`src/rtl/bcd_key_pkg.sv`:
```
// Shared types and helpers for the pushbutton-driven BCD counter.
// Debounce FSM states, BCD limits and the single-digit step function.
package bcd_key_pkg;

  typedef enum logic [1:0] {
    IDLE         = 2'd0,
    PRESS_WAIT   = 2'd1,
    HELD         = 2'd2,
    RELEASE_WAIT = 2'd3
  } key_state_e;

  localparam logic [3:0] BCD_MAX = 4'd9;
  localparam logic [3:0] BCD_MIN = 4'd0;

  // Returns {wrap, next_digit} for one step up or down modulo 10.
  function automatic logic [4:0] bcd_step(input logic [3:0] value, input logic up);
    logic [4:0] result;
    if (up) begin
      result = (value == BCD_MAX) ? {1'b1, BCD_MIN} : {1'b0, value + 4'd1};
    end else begin
      result = (value == BCD_MIN) ? {1'b1, BCD_MAX} : {1'b0, value - 4'd1};
    end
    return result;
  endfunction

endpackage

```
`src/rtl/key_debounce.sv`:
```
// Key synchronizer plus press/release debounce FSM emitting a one-cycle evt.
// BCD_KEY_COUNTER_AUTO_REPEAT_EN adds a repeat timer that fires extra events while held.
module key_debounce
  import bcd_key_pkg::*;
#(
  parameter int DEBOUNCE_CYCLES = 20000
`ifdef BCD_KEY_COUNTER_AUTO_REPEAT_EN
  ,
  parameter int REPEAT_DELAY  = 10000000,
  parameter int REPEAT_PERIOD = 2500000
`endif
) (
  input  logic clk,
  input  logic rst_n,
  input  logic key_n,
  output logic evt
);

  localparam int DW = $clog2(DEBOUNCE_CYCLES);
  localparam logic [DW-1:0] DCNT_LAST = DW'(DEBOUNCE_CYCLES - 1);

  // Sync flops reset to "released" so leaving reset never looks like a press.
  logic key_meta_q;
  logic key_s_q;

  key_state_e      state_q, state_d;
  logic [DW-1:0]   dcnt_q, dcnt_d;
  logic            press_evt;

  always_ff @(posedge clk or negedge rst_n) begin
    if (!rst_n) begin
      key_meta_q <= 1'b1;
      key_s_q    <= 1'b1;
      state_q    <= IDLE;
      dcnt_q     <= '0;
    end else begin
      key_meta_q <= key_n;
      key_s_q    <= key_meta_q;
      state_q    <= state_d;
      dcnt_q     <= dcnt_d;
    end
  end

  always_comb begin
    state_d   = state_q;
    dcnt_d    = dcnt_q;
    press_evt = 1'b0;
    unique case (state_q)
      IDLE: begin
        if (!key_s_q) begin
          state_d = PRESS_WAIT;
          dcnt_d  = '0;
        end
      end
      PRESS_WAIT: begin
        if (key_s_q) begin
          state_d = IDLE;
        end else if (dcnt_q == DCNT_LAST) begin
          state_d   = HELD;
          dcnt_d    = '0;
          press_evt = 1'b1;
        end else begin
          dcnt_d = dcnt_q + DW'(1);
        end
      end
      HELD: begin
        if (key_s_q) begin
          state_d = RELEASE_WAIT;
          dcnt_d  = '0;
        end
      end
      RELEASE_WAIT: begin
        if (!key_s_q) begin
          state_d = HELD;
        end else if (dcnt_q == DCNT_LAST) begin
          state_d = IDLE;
          dcnt_d  = '0;
        end else begin
          dcnt_d = dcnt_q + DW'(1);
        end
      end
      default: state_d = IDLE;
    endcase
  end

`ifdef BCD_KEY_COUNTER_AUTO_REPEAT_EN
  localparam int RMAX = (REPEAT_DELAY > REPEAT_PERIOD) ? REPEAT_DELAY : REPEAT_PERIOD;
  localparam int RW   = (RMAX > 1) ? $clog2(RMAX) : 1;
  localparam logic [RW-1:0] RDELAY_LAST  = RW'(REPEAT_DELAY - 1);
  localparam logic [RW-1:0] RPERIOD_LAST = RW'(REPEAT_PERIOD - 1);

  logic [RW-1:0] rcnt_q, rcnt_d;
  logic          rfirst_q, rfirst_d;
  logic          rep_evt;

  always_ff @(posedge clk or negedge rst_n) begin
    if (!rst_n) begin
      rcnt_q   <= '0;
      rfirst_q <= 1'b0;
    end else begin
      rcnt_q   <= rcnt_d;
      rfirst_q <= rfirst_d;
    end
  end

  // Only cycles that stay in HELD advance the timer; any exit wipes it.
  always_comb begin
    rcnt_d   = '0;
    rfirst_d = 1'b0;
    rep_evt  = 1'b0;
    if (state_q == HELD && !key_s_q) begin
      rfirst_d = rfirst_q;
      if (rcnt_q == (rfirst_q ? RPERIOD_LAST : RDELAY_LAST)) begin
        rep_evt  = 1'b1;
        rfirst_d = 1'b1;
      end else begin
        rcnt_d = rcnt_q + RW'(1);
      end
    end
  end

  assign evt = press_evt | rep_evt;
`else
  assign evt = press_evt;
`endif

endmodule

```
`src/rtl/bcd_key_counter.sv`:
```
// Debounced pushbutton driving a 0..9 up/down counter for the seven-segment decoder.
// Optional auto-repeat while held: define BCD_KEY_COUNTER_AUTO_REPEAT_EN.
module bcd_key_counter
  import bcd_key_pkg::*;
#(
  parameter int DEBOUNCE_CYCLES = 20000,
  parameter int REPEAT_DELAY    = 10000000,
  parameter int REPEAT_PERIOD   = 2500000
) (
  input  logic       clk,
  input  logic       rst_n,
  input  logic       key_n,
  input  logic       dir,
  input  logic       clr,
  output logic [3:0] data,
  output logic       carry,
  output logic       pressed
);

  if (DEBOUNCE_CYCLES < 2 || REPEAT_DELAY < 1 || REPEAT_PERIOD < 1) begin : g_bad_cfg
    $error("bcd_key_counter: parameter out of legal range");
  end

  logic evt;

  key_debounce #(
    .DEBOUNCE_CYCLES(DEBOUNCE_CYCLES)
`ifdef BCD_KEY_COUNTER_AUTO_REPEAT_EN
    ,
    .REPEAT_DELAY (REPEAT_DELAY),
    .REPEAT_PERIOD(REPEAT_PERIOD)
`endif
  ) u_key_debounce (
    .clk  (clk),
    .rst_n(rst_n),
    .key_n(key_n),
    .evt  (evt)
  );

  logic       dir_meta_q;
  logic       dir_s_q;
  logic [3:0] data_q, data_d;
  logic       carry_q, carry_d;
  logic       pressed_q, pressed_d;

  always_ff @(posedge clk or negedge rst_n) begin
    if (!rst_n) begin
      dir_meta_q <= 1'b1;
      dir_s_q    <= 1'b1;
      data_q     <= BCD_MIN;
      carry_q    <= 1'b0;
      pressed_q  <= 1'b0;
    end else begin
      dir_meta_q <= dir;
      dir_s_q    <= dir_meta_q;
      data_q     <= data_d;
      carry_q    <= carry_d;
      pressed_q  <= pressed_d;
    end
  end

  // clr wins over a coincident event, but the press is still reported.
  always_comb begin
    data_d    = data_q;
    carry_d   = 1'b0;
    pressed_d = evt;
    if (clr) begin
      data_d = BCD_MIN;
    end else if (evt) begin
      {carry_d, data_d} = bcd_step(data_q, dir_s_q);
    end
  end

  assign data    = data_q;
  assign carry   = carry_q;
  assign pressed = pressed_q;

endmodule

```
`config.mk`:
```
export PLATFORM = sky130hd
export DESIGN_NAME = bcd_key_counter
export DESIGN_NICKNAME = d
export VERILOG_FILES = /design/src/rtl/bcd_key_pkg.sv /design/src/rtl/key_debounce.sv /design/src/rtl/bcd_key_counter.sv
export SDC_FILE = /design/constraint.sdc
export NUM_CORES = 1
export LEC_CHECK = 0
export ABC_AREA = 1
export CAP_MARGIN = 20
export CORE_MARGIN = 4
export CORE_UTILIZATION = 30
export CTS_CLUSTER_SIZE = 10
export DETAILED_ROUTE_END_ITERATION = 12
export PLACE_DENSITY_LB_ADDON = 0.2
export SETUP_SLACK_MARGIN = 0.4
export SLEW_MARGIN = 20
export SYNTH_ARGS = -nofsm -noshare
export SYNTH_HDL_FRONTEND = slang
export SYNTH_SLANG_ARGS = --single-unit
```
`constraint.sdc`:
```
create_clock -name clk -period 3.4 [get_ports clk]
set_clock_uncertainty 0.05 [all_clocks]
set_input_delay 0.68 -clock clk [delete_from_list [all_inputs] [get_ports clk]]
set_output_delay 0.68 -clock clk [all_outputs]
set_load 0.005 [all_outputs]
```
## Word level (Yosys, flattened, before mapping)

Cells that the tools add are included.
Widths: inputs -> output; s select.

- Bits in registers: 27
- Bits of input ports: 5
- Output and inout bits: 6
- Logic and storage cells: 51

- $add $sub $neg: 3
- Equality and inequality tests: 11
- Multiplexer cells: 23
- Reduce and logical (&&, ||, !) cells: 5

Operators by type and width:

| kind | number |
|---|---|
| $mux 15 | 5 |
| $pmux 15 s4 | 1 |
| $add 15x1->15 const B | 1 |
| $eq 15x15->1 const B | 1 |
| $mux 5 | 3 |
| $mux 2 | 6 |
| $mux 4 | 2 |
| $pmux 2 s4 | 1 |
| $reduce_and 4->1 | 2 |
| $mux 1 | 5 |
| $add 4x1->4 const B | 1 |
| $eq 2x2->1 const B | 2 |
| $eq 4x4->1 const B | 1 |
| $logic_not 4->1 | 1 |
| $ne 2x1->1 const B | 2 |
| $ne 2x2->1 const B | 2 |
| $sub 4x1->4 const B | 1 |
| $ne 3x1->1 const B | 1 |
| $ne 3x3->1 const B | 1 |
| $eq 2x1->1 const B | 1 |
| $logic_not 2->1 | 1 |
| $reduce_bool 2->1 | 1 |

## Depth between registers and ports, before layout

Gate-level depths: netlist (run 1).

- Word-level depth: 6
- Gate-level depth with buffers: 11
- Gate-level depth less buffers: 11

## By module

Synthesis (run 1) repeated with hierarchy kept, for this count alone.

- Cell total of the unflattened synthesis: 215
- Area, all modules: 1,537.7 um2

Modules (own cells, without submodules):

| module | instances | cells an instance | area an instance (um2) | seq. area each (um2) |
|---|---|---|---|---|
| key_debounce | 1 | 154 | 1,102.3 | 478.0 |
| bcd_key_counter | 1 | 61 | 435.4 | 202.7 |

## Worst setup path before layout (run 1)

Ideal clock, no wire load.

- Path type: reg-to-reg
- From: register u_key_debounce.dcnt_q[0]
- To: register u_key_debounce.dcnt_q[13]
- Library setup time: 0.124 ns
- Data arrival time: 1.186 ns
- Required time: 3.226 ns
- Slack: 2.040 ns
- Stages on the path, launching flop included: 9
- Path buffers: 0
- Clock period less this slack: 1.360 ns
- Path through: dfrtp_1 > ha_1 > nand2_2 > inv_2 > nand2_1 > nor2_1 > nand2_1 > a21oi_4 > nor2_1

- Word-level cells in the longest chain between the ends: 4
- Elaborated cells between the ends (all ways): 6
- Classes of those cells: add/sub (1); eq/ne (1); mux (4)

RTL lines:

| element | RTL line | RTL |
|---|---|---|
| start, declared | key_debounce.sv:27 | `logic [DW-1:0] dcnt_q, dcnt_d;` |
| start signal, assigned | key_debounce.sv:40 | `dcnt_q <= dcnt_d;` |
| $add 15x1->15 / $eq 15x15->1 (equally long branches) | n/a |  |
| $mux 15 (*) | key_debounce.sv:58, key_debounce.sv:75 |  |
| $mux 15, on equally long branches | key_debounce.sv:73, key_debounce.sv:56 |  |
| $pmux 15 s4 (*) | key_debounce.sv:48 | `unique case (state_q)` |

Every way passes the cells marked *; elsewhere a longest branch is shown, timed or not. The select of a mux whose other input is x is not followed.
A chain may end at the register's enable or synchronous reset.

## Worst setup path in the final report (run 1)

- From: register data_q[2] (netlist: data[2])
- To: output data[2]

RTL lines:

| element | RTL line | RTL |
|---|---|---|
| start, declared | bcd_key_counter.sv:42 | `logic [3:0] data_q, data_d;` |
| start signal, assigned | bcd_key_counter.sv:56 | `data_q <= data_d;` |
| end, declared | bcd_key_counter.sv:15 | `output logic [3:0] data,` |

No word-level cell between the ends.

==> results of run 1 <==
==> routing by layer <==
layer,up-vias,part of all wire
met3,6,0.044
li1,828,-
met1,708,0.47
met4,0,0.015
met5,-,0
met2,34,0.47
==> final cells by class <==
cell class,instances,area [sq um]
fillers,598,3650
multi-input cells,194,948
flip-flops and latches,27,681
inverters,31,116
repair buffers,11,108
well taps,72,90.1
clock buffers,4,45.0
==> power by group through the flow <==
| stage | Clock [mW] | Sequential, mW | Combinational [mW] |
|---|---|---|---|
| after floorplan | 0 | 0.345 | 0.0332 |
| after global placement | 0 | 0.349 | 0.0530 |
| after detailed placement | 0 | 0.349 | 0.0533 |
| after CTS | 0.200 | 0.343 | 0.0534 |
| after global routing | 0.212 | 0.345 | 0.0598 |
| final | 0.187 | 0.343 | 0.0520 |
==> stage by stage <==
stage | hold WS [ns] | worst slack (ns) | std cells
final | 0.311 | 1.33 | 339
after global routing | 0.316 | 1.25 | 339
after CTS | 0.313 | 1.31 | 339
after detailed placement | 0.298 | 1.63 | 335
after global placement | 0.297 | 1.63 | 335
after floorplan | 0.295 | 2.04 | 258
==> synth_stat cells <==
cell type	number
nand4_1	17
nand3_4	1
nand3_1	20
nor2_4	3
inv_2	3
inv_1	28
xor2_1	3
nand2_1	81
nand2_2	4
a21oi_4	1
nor3b_2	1
a21boi_0	1
nor2_1	46
a21oi_1	1
ha_1	5
o21ai_0	5
o21bai_1	1
buf_6	1
nor2_2	2
dfrtp_1	23
and2_4	1
buf_2	5
nor3_1	1
dfstp_2	4
==> worst min-delay path by stage <==
stage | from | slack, ns | endpoint
after floorplan | dir_meta_q$_DFF_PN1_ | 0.30 | dir_s_q$_DFF_PN1_
after global placement | u_key_debounce.key_meta_q$_DFF_PN1_ | 0.30 | u_key_debounce.key_s_q$_DFF_PN1_
after detailed placement | u_key_debounce.key_meta_q$_DFF_PN1_ | 0.30 | u_key_debounce.key_s_q$_DFF_PN1_
after CTS | u_key_debounce.key_meta_q$_DFF_PN1_ | 0.31 | u_key_debounce.key_s_q$_DFF_PN1_
after global routing | u_key_debounce.key_meta_q$_DFF_PN1_ | 0.32 | u_key_debounce.key_s_q$_DFF_PN1_
final | u_key_debounce.key_meta_q$_DFF_PN1_ | 0.31 | u_key_debounce.key_s_q$_DFF_PN1_
==> placed cells by master (no fill, tap or decap), types with 2 or more instances in the layout <==
cell type / count
inv_1: 28
o21ai_0: 5
nor2_2: 2
nor2_4: 3
dfrtp_1: 23
xor2_1: 3
nand3_1: 20
nand2_2: 4
ha_1: 5
nand2_1: 81
nor2_1: 46
nand4_1: 17
clkdlybuf4s50_1: 10
clkbuf_8: 3
dfstp_2: 4
inv_2: 3
==> state kept, by name, indices dropped and copies added (netlist names), named ones only <==
| register | count |
|---|---|
| dir_meta_q | 1 |
| u_key_debounce.key_meta_q | 1 |
| dir_s_q | 1 |
| carry | 1 |
| u_key_debounce.dcnt_q | 15 |
| data | 4 |
| pressed | 1 |
| u_key_debounce.state_q | 1 |
| u_key_debounce.key_s_q | 1 |
==> kinds of logic after synthesis <==
| logic type | Yosys count | synth area share |
|---|---|---|
| AO/OA/AOI/OAI | 9 | 0.0344 |
| buffers and inverters | 37 | 0.0857 |
| XOR/XNOR | 3 | 0.0147 |
| flip-flops | 27 | 0.382 |
| adder cells (fa/ha/maj) | 5 | 0.0351 |
| AND/OR/NAND/NOR | 177 | 0.448 |
==> qor.csv, run 1 <==
stage,metric,value,unit
min_path,min_path_cells,0,
setup_path,cp-end-kind,output pin,
final_layout,antenna_cells,0,
power_and_ir_drop,swShare,0.252,
timing,setup_violations,0,
synth,synth.distinct_cells,24,
power_and_ir_drop,ir_drop,0.000129,V
setup_path,cp-start-kind,register,
setup_path,arrival,1.34,ns
clock_network,clockBufferDepth,2,
power_and_ir_drop,power.share.combinational,0.089,
clock_network,cts_resized,0,
grt,grtUsageMet1,0.167,
setup_path,crit_start,data[2]$_DFFE_PN0P_,
place,portBuffers,10,
synth,ys_ff_latch,27,
final_layout,finish.utilization,0.352,
timing,finalMaxSlewViolations,0,
drt,dr.pass1.iters,4,
clock_network,tritoncts,done,
setup_path,crit_family,buffers and inverters,
timing,fin_setup_tns,0,ns
run,cap_violations,0,
clock_network,cts_htree_levels,1,
power_and_ir_drop,clockPowerShare,0.321,
floorplan,num_io_pins,11,
floorplan,design.core.area,0.00564,sq mm
timing,slew_headroom,0.754,
power_and_ir_drop,totalPowerFinal,582,uW
setup_path,r2r_setup_slack,1.68,ns
setup_path,cp_data_required_time,2.67,ns
power_and_ir_drop,p_int,435,uW
drt,viasPerCell,4.65,
clock_network,clkLatencyLatePin,0.27,ns
clock_network,path_clk_slew,0.10,ns
drt,drc,0,
power_and_ir_drop,p_leak,0.918,nW
final_layout,drive_gt1_frac,0.0899,
min_path,hold_class,register to register,
drt,vias,1576,
run_status,status,completed,
final_layout,syn_to_final_growth,11.6,%
floorplan,die_area,0.00724,sq mm
synth,synth_warnings,0,
power_and_ir_drop,power_density,293,mW/mm^2
clock_network,numCtsBuffers,3,
drt,post_drt_wl_per_cell,12.0,um
setup_path,critical_path.cell_chain,clkdlybuf4s50_1,
floorplan,row_count,27,
synth,yosys.area.top_type_share,0.323,
setup_path,worst_r2r_path_depth,8,
synth,syn_area_per_cell,6.91,sq um
synth,synthCells,258,
grt,grt_pass1_wl,7.40,mm
grt,globalRouteMet3Util,0.0175,
final_layout,stdcell_area,0.00199,sq mm
setup_path,path_class,register to output pin,
grt,grt_pass1_vias,1572,
timing,post-route-period-util,0.610,
grt,overflow,0,
grt,antenna_found_initial,0,
grt,met2_usage,0.210,
drt,drt_iter0_markers,118,
setup_path,crit_slowest_cell,clkdlybuf4s50_1,
synth,syn_area,0.00178,sq mm
setup_path,cpPeakStageDelay,0.56,ns
power_and_ir_drop,p_sw,147,uW
clock_network,post_cts_buffers,0,
place,placed_cell_area,0.00194,sq mm
clock_network,cts_hold_buf,0,
synth,syn_nets,268,
grt,top_usage_layer,met2,
setup_path,worstReg2RegEnd,u_key_debounce.dcnt_q[0]$_DFFE_PN0P_,
grt,grtUsageTotal,0.126,
timing,fin_crit,2.07,ns
setup_path,crit_end,data[2],
clock_network,root_buffer,clkbuf_8,
setup_path,path_buf_inv,1,
clock_network,cts.sink_count,27,
synth,synth.largest_area_cell,dfrtp_1,
timing,hold_violations,0,
synth,synth_seq_area_share,0.382,
floorplan,fp.dieW,85.1,um
timing,clock.fmax,482,MHz
drt,routed_wirelength,4.05,mm
timing,rsz0062_at_grt,no,
drt,ant_nets,0,
floorplan,die-height,85.1,um
floorplan,start_util,0.316,
place,gp_congestion,0.841,
grt,grt_max_degree,28,
timing,worstMarginPinSlew,0.368,ns
place,dp_hpwl,3.03,mm
setup_path,crit-reg2reg-launch,u_key_debounce.key_s_q$_DFF_PN1_,
power_and_ir_drop,power_frac_seq,0.589,
synth,synthTopCellsByArea,"dfrtp_1, nand2_1, nor2_1, nand4_1, dfstp_2",
setup_path,path_depth,1,
setup_path,worstPathMaxFanout,10,
final_layout,finalNetCount,278,
No activity file was read; power rests on OpenSTA's default activity.
==> run 2, diff against run 1 <==
clock period = 1.9 ns   (was 3.4 ns; I/O delays follow)
==> run 2 against run 1 <==
Effect of this change: via count grew 5.5%; die area is the same; cell count grew 2.9%; hold slack got worse by 0.0010 ns; total power increased by 82%; clock power rose by 78%; first-iteration DRC count is 21% lower; count of clock-buffer cells in the layout unchanged; non-clock buffer count increased by 10.
==> qor.csv, run 2 (synthesis gave the netlist of run 1 again) <==
stage,metric,value,unit
final_layout,finalNetCount,288,
min_path,min-delay-start,dir_meta_q$_DFF_PN1_,
grt,grtUsageTotal,0.124,
clock_network,cts.sink_count,27,
timing,rsz0062_at_grt,yes,
final_layout,multi_input_area,0.00103,sq mm
final_layout,fill_cells,587,
timing,setup_violations,0,
setup_path,worstPathMaxFanout,7,
drt,post_drt_wl_per_cell,12.1,um
final_layout,finish.utilization,0.387,
final_layout,layout.area.seq,689,sq um
final_layout,final_cell_mix,"nand2_1, nor2_1, inv_1",
min_path,min_path_cells,0,
place,portBuffers,10,
clock_network,root_buffer,clkbuf_8,
place,dp_hpwl,2.95,mm
final_layout,antenna_cells,0,
floorplan,die_area,0.00724,sq mm
timing,clock.fmax,679,MHz
final_layout,layout_commonest_cell,nand2_1,
final_layout,drive_gt1_frac,0.224,
power_and_ir_drop,ir_drop,0.000244,V
setup_path,r2r_setup_slack,0.43,ns
clock_network,clkLatencyLatePin,0.28,ns
setup_path,worstReg2RegEnd,u_key_debounce.dcnt_q[10]$_DFFE_PN0P_,
setup_path,path_class,register to register,
grt,antenna_found_initial,0,
min_path,hold_class,register to register,
clock_network,path_clk_slew,0.10,ns
floorplan,design.core.area,0.00564,sq mm
setup_path,cp_data_required_time,2.02,ns
grt,grt_max_degree,28,
timing,finalMaxSlewViolations,0,
drt,drt_iter0_markers,93,
clock_network,numCtsBuffers,3,
clock_network,cts_hold_buf,0,
place,gp_congestion,0.888,
floorplan,num_io_pins,11,
power_and_ir_drop,p_leak,1.01,nW
setup_path,cp-end-kind,register,
run,cap_violations,0,
final_layout,largest_register_ffs,15,
timing,worstMarginPinSlew,0.357,ns
final_layout,largest-register,u_key_debounce.dcnt_q,
grt,overflow,0,
drt,ant_nets,0,
timing,post-route-period-util,0.775,
floorplan,start_util,0.316,
run_status,status,completed,
grt,grt_pass1_wl,7.47,mm
drt,drc,0,
timing,hold_violations,0,
setup_path,cp-start-kind,register,
floorplan,fp.dieW,85.1,um
drt,viasPerCell,4.76,
min_path,whs_endpoint,dir_s_q$_DFF_PN1_,
clock_network,tritoncts,done,
timing,slew_headroom,0.762,
setup_path,arrival,1.59,ns
clock_network,cts_htree_levels,1,
clock_network,clockBufferDepth,2,
final_layout,syn_to_final_growth,22.5,%
drt,dr.pass1.iters,4,
floorplan,row_count,27,
floorplan,die-height,85.1,um
drt,vias,1662,
grt,grt_pass1_vias,1651,
timing,fin_crit,1.47,ns
setup_path,worst_r2r_path_depth,8,
timing,fin_setup_tns,0,ns
power_and_ir_drop,power_density,485,mW/mm^2
setup_path,crit-reg2reg-launch,u_key_debounce.dcnt_q[1]$_DFFE_PN0P_,
drt,routed_wirelength,4.21,mm
[run 2: power by group]
| group | switching (mW) | internal [mW] | total (mW) | leakage [nW] |
|---|---|---|---|---|
| Clock | 0.181 | 0.151 | 0.332 | 0.0228 |
| Sequential | 0.0139 | 0.594 | 0.608 | 0.347 |
| Combinational | 0.0701 | 0.0486 | 0.119 | 0.637 |
| Total | 0.265 | 0.793 | 1.06 | 1.01 |
[run 2: area by class of cell]
class                      count  area share
multi-input combinational    194       0.473
sequential                    27       0.316
timing repair buffer          21      0.0888
inverter                      31      0.0602
tap                           72      0.0413
clock buffer                   4      0.0206
[run 2: repair_timing]
| item | 4_1_cts | 5_1_grt |
|---|---|---|
| buffers inserted | 8 | 1 |
| pin swaps | 6 | 6 |
| endpoints found under the setup margin | 13 | 19 |
| gates resized for setup | 11 | 38 |
[run 2: worst max-delay path by stage]
stage | to | from | cells after the start
4_1_cts | data[2] | data[2]$_DFFE_PN0P_ | 1
3_3_place_gp | u_key_debounce.dcnt_q[14]$_DFFE_PN0P_ | u_key_debounce.dcnt_q[1]$_DFFE_PN0P_ | 8
5_1_grt | u_key_debounce.dcnt_q[14]$_DFFE_PN0P_ | u_key_debounce.dcnt_q[6]$_DFFE_PN0P_ | 6
2_1_floorplan | u_key_debounce.dcnt_q[13]$_DFFE_PN0P_ | u_key_debounce.dcnt_q[0]$_DFFE_PN0P_ | 8
3_5_place_dp | u_key_debounce.dcnt_q[13]$_DFFE_PN0P_ | u_key_debounce.dcnt_q[1]$_DFFE_PN0P_ | 8
6_report | u_key_debounce.dcnt_q[10]$_DFFE_PN0P_ | u_key_debounce.dcnt_q[1]$_DFFE_PN0P_ | 8
[run 2: critical path: stages, from the launching register on]
cell and delay [ns]:
dfrtp_1 0.37, ha_2 0.19, nand2_2 0.07, inv_2 0.08
nand2_2 0.06, nor2_2 0.10, nand2_2 0.10, a21oi_4 0.27
nor2_1 0.08
[run 2: metal layers]
layer | up-vias | wire length (um) | GRT usage
li1 | 852 | - | -
met5 | - | 0 | 0
met2 | 36 | 2040 | 0.209
met1 | 767 | 1920 | 0.158
met4 | 0 | 68 | 0.0504
met3 | 7 | 189 | 0.0194
[run 2: per-stage QoR]
stage	cells	power [mW]	hold slack, ns	area (sq um)	setup slack [ns]
after floorplan	258	0.677	0.0344	1780	0.540
after global placement	336	0.720	0.297	1950	0.308
after detailed placement	336	0.721	0.298	1950	0.329
after CTS	348	1.08	0.312	2060	0.329
after global routing	349	1.12	0.320	2180	0.314
final	349	1.06	0.310	2180	0.427
==> run 3, diff against run 2 <==
clock period = 1.4 ns   (was 1.9 ns; I/O delays follow)
==> run 3 against run 2 <==
Effect of this change: the flow now finishes with violations (negative setup slack); fmax rose by 3.7%; via count grew 6.9%; final area rose by 16%; total power is 40% higher; global-route usage up 0.38 points; sequential share of layout area fell by 4.4 points; combinational power up 76%.
==> qor.csv, run 3 (synthesis gave the netlist of run 1 again) <==
stage,metric,value,unit
run_status,status,"complete, but fails checks",
run_status,failed_checks,negative setup slack,
setup_path,cp-end-kind,register,
power_and_ir_drop,p_sw,377,uW
setup_path,crit_path_frequent_cell,buf_4,
final_layout,syn_to_final_growth,42.1,%
setup_path,cp-start-kind,register,
final_layout,final_cell_mix,"nand2_1, nor2_1, buf_4",
power_and_ir_drop,clockPowerShare,0.298,
setup_path,crit_family,flip-flops,
drt,vias,1776,
setup_path,worstPathMaxFanout,2,
timing,post-route-period-util,1.01,
run,cap_violations,0,
drt,dr.pass1.iters,5,
timing,hold_violations,0,
floorplan,design.core.area,0.00564,sq mm
drt,post_drt_wl_per_cell,12.2,um
clock_network,clockBufferDepth,2,
place,dp_hpwl,3.19,mm
timing,fin_crit,1.42,ns
setup_path,critical_path.cell_chain,"ha_4, buf_4, buf_6, buf_4, nand2_1, xor2_1, nor2_1",
min_path,hold_class,input port to asynchronous set/reset pin,
grt,grt_max_degree,28,
place,gp_congestion,0.912,
clock_network,cts.sink_count,27,
clock_network,path_clk_slew,0.09,ns
setup_path,path_buf_inv,3,
final_layout,largest-register,u_key_debounce.dcnt_q,
power_and_ir_drop,power_density,585,mW/mm^2
power_and_ir_drop,ir_drop,0.000424,V
final_layout,finish.utilization,0.449,
grt,grtUsageTotal,0.128,
grt,grt_pass1_vias,1679,
power_and_ir_drop,swShare,0.255,
place,portBuffers,10,
final_layout,largest_register_ffs,15,
setup_path,cpPeakStageDelay,0.42,ns
power_and_ir_drop,p_int,1.10,mW
setup_path,cp_data_required_time,1.51,ns
final_layout,layout_commonest_cell,nand2_1,
clock_network,root_buffer,clkbuf_8,
floorplan,die-height,85.1,um
clock_network,clkLatencyLatePin,0.27,ns
floorplan,row_count,27,
drt,drt_iter0_markers,87,
floorplan,fp.dieW,85.1,um
timing,rsz0062_at_grt,yes,
timing,setup_ws,-0.0208,ns
setup_path,arrival,1.53,ns
timing,setup_violations,4,
clock_network,tritoncts,done,
power_and_ir_drop,p_leak,1.19,nW
place,placed_cell_area,0.00220,sq mm
clock_network,numCtsBuffers,3,
drt,routed_wirelength,4.62,mm
drt,viasPerCell,4.67,
final_layout,finalNetCount,319,
final_layout,antenna_cells,0,
setup_path,crit_slowest_cell,dfrtp_1,
floorplan,start_util,0.316,
drt,ant_nets,0,
timing,clock.fmax,704,MHz
final_layout,drive_gt1_frac,0.341,
grt,antenna_found_initial,0,
final_layout,fill_cells,540,
timing,worstMarginPinSlew,0.250,ns
grt,overflow,0,
power_and_ir_drop,totalPowerFinal,1.48,mW
floorplan,num_io_pins,11,
timing,slew_headroom,0.833,
power_and_ir_drop,power.share.combinational,0.141,
place,place_ws,-0.0892,ns
clock_network,cts_htree_levels,1,
timing,finalMaxSlewViolations,0,
final_layout,stdcell_area,0.00253,sq mm
power_and_ir_drop,power_frac_seq,0.561,
setup_path,path_class,register to register,
grt,grt_pass1_wl,7.57,mm
clock_network,cts_hold_buf,0,
drt,drc,0,
timing,fin_setup_tns,-0.0504,ns
floorplan,die_area,0.00724,sq mm
[run 3: worst paths after layout]
check	end	startpoint	slack (ns)	depth (start not counted)
max	u_key_debounce.dcnt_q[2]$_DFFE_PN0P_	u_key_debounce.dcnt_q[1]$_DFFE_PN0P_	-0.02	7
min	u_key_debounce.dcnt_q[8]$_DFFE_PN0P_	rst_n	0.30	2
max reg2reg	u_key_debounce.dcnt_q[2]$_DFFE_PN0P_	u_key_debounce.dcnt_q[1]$_DFFE_PN0P_	-0.02	7
min reg2reg	u_key_debounce.key_s_q$_DFF_PN1_	u_key_debounce.key_meta_q$_DFF_PN1_	0.31	0
max in group asynchronous	u_key_debounce.key_meta_q$_DFF_PN1_	rst_n	0.76	2
min in group clk	u_key_debounce.key_s_q$_DFF_PN1_	u_key_debounce.key_meta_q$_DFF_PN1_	0.31	0
[run 3: through the flow]
step | cells | hold WS [ns]
floorplan | 258 | -0.0656
global placement | 363 | 0.296
detailed placement | 363 | 0.297
CTS | 377 | 0.308
global route | 380 | 0.313
finish | 380 | 0.296
[run 3: layout make-up]
cell class	count	area (sq um)	area share
timing repair buffer	52	468	0.185
inverter	31	134	0.0529
clock buffer	4	45.0	0.0178
sequential	27	688	0.272
tap	72	90.1	0.0356
multi-input combinational	194	1110	0.437
[run 3: layer usage]
metal  wire [um]  global-route usage  vias to the layer above  part of all wire
li1            -                   -                      914                 -
met3         187              0.0262                        6             0.040
met4          60              0.0432                        0             0.013
met2        2370               0.218                       36              0.51
met5           0                   0                        -                 0
met1        2000               0.161                      820              0.43
[run 3: timing repair]
item,in CTS,in global routing
setup endpoints to repair,29,29
resized for setup,58,28
cloned,0,0
buffers inserted,10,3
pin swaps,18,7
[run 3: power by group through the flow]
stage	sequential, mW	combinational [mW]	clock (mW)
2_1_floorplan	0.839	0.0859	0
3_3_place_gp	0.836	0.177	0
3_5_place_dp	0.837	0.177	0
4_1_cts	0.822	0.186	0.460
5_1_grt	0.833	0.231	0.495
6_report	0.830	0.209	0.441
[run 3: worst reg2reg max path, stage by stage (launching register included)]
cell and delay [ns]:
dfrtp_1 0.42, ha_4 0.18, buf_4 0.13, buf_6 0.11, buf_4 0.12, nand2_1 0.07, xor2_1 0.16, nor2_1 0.07
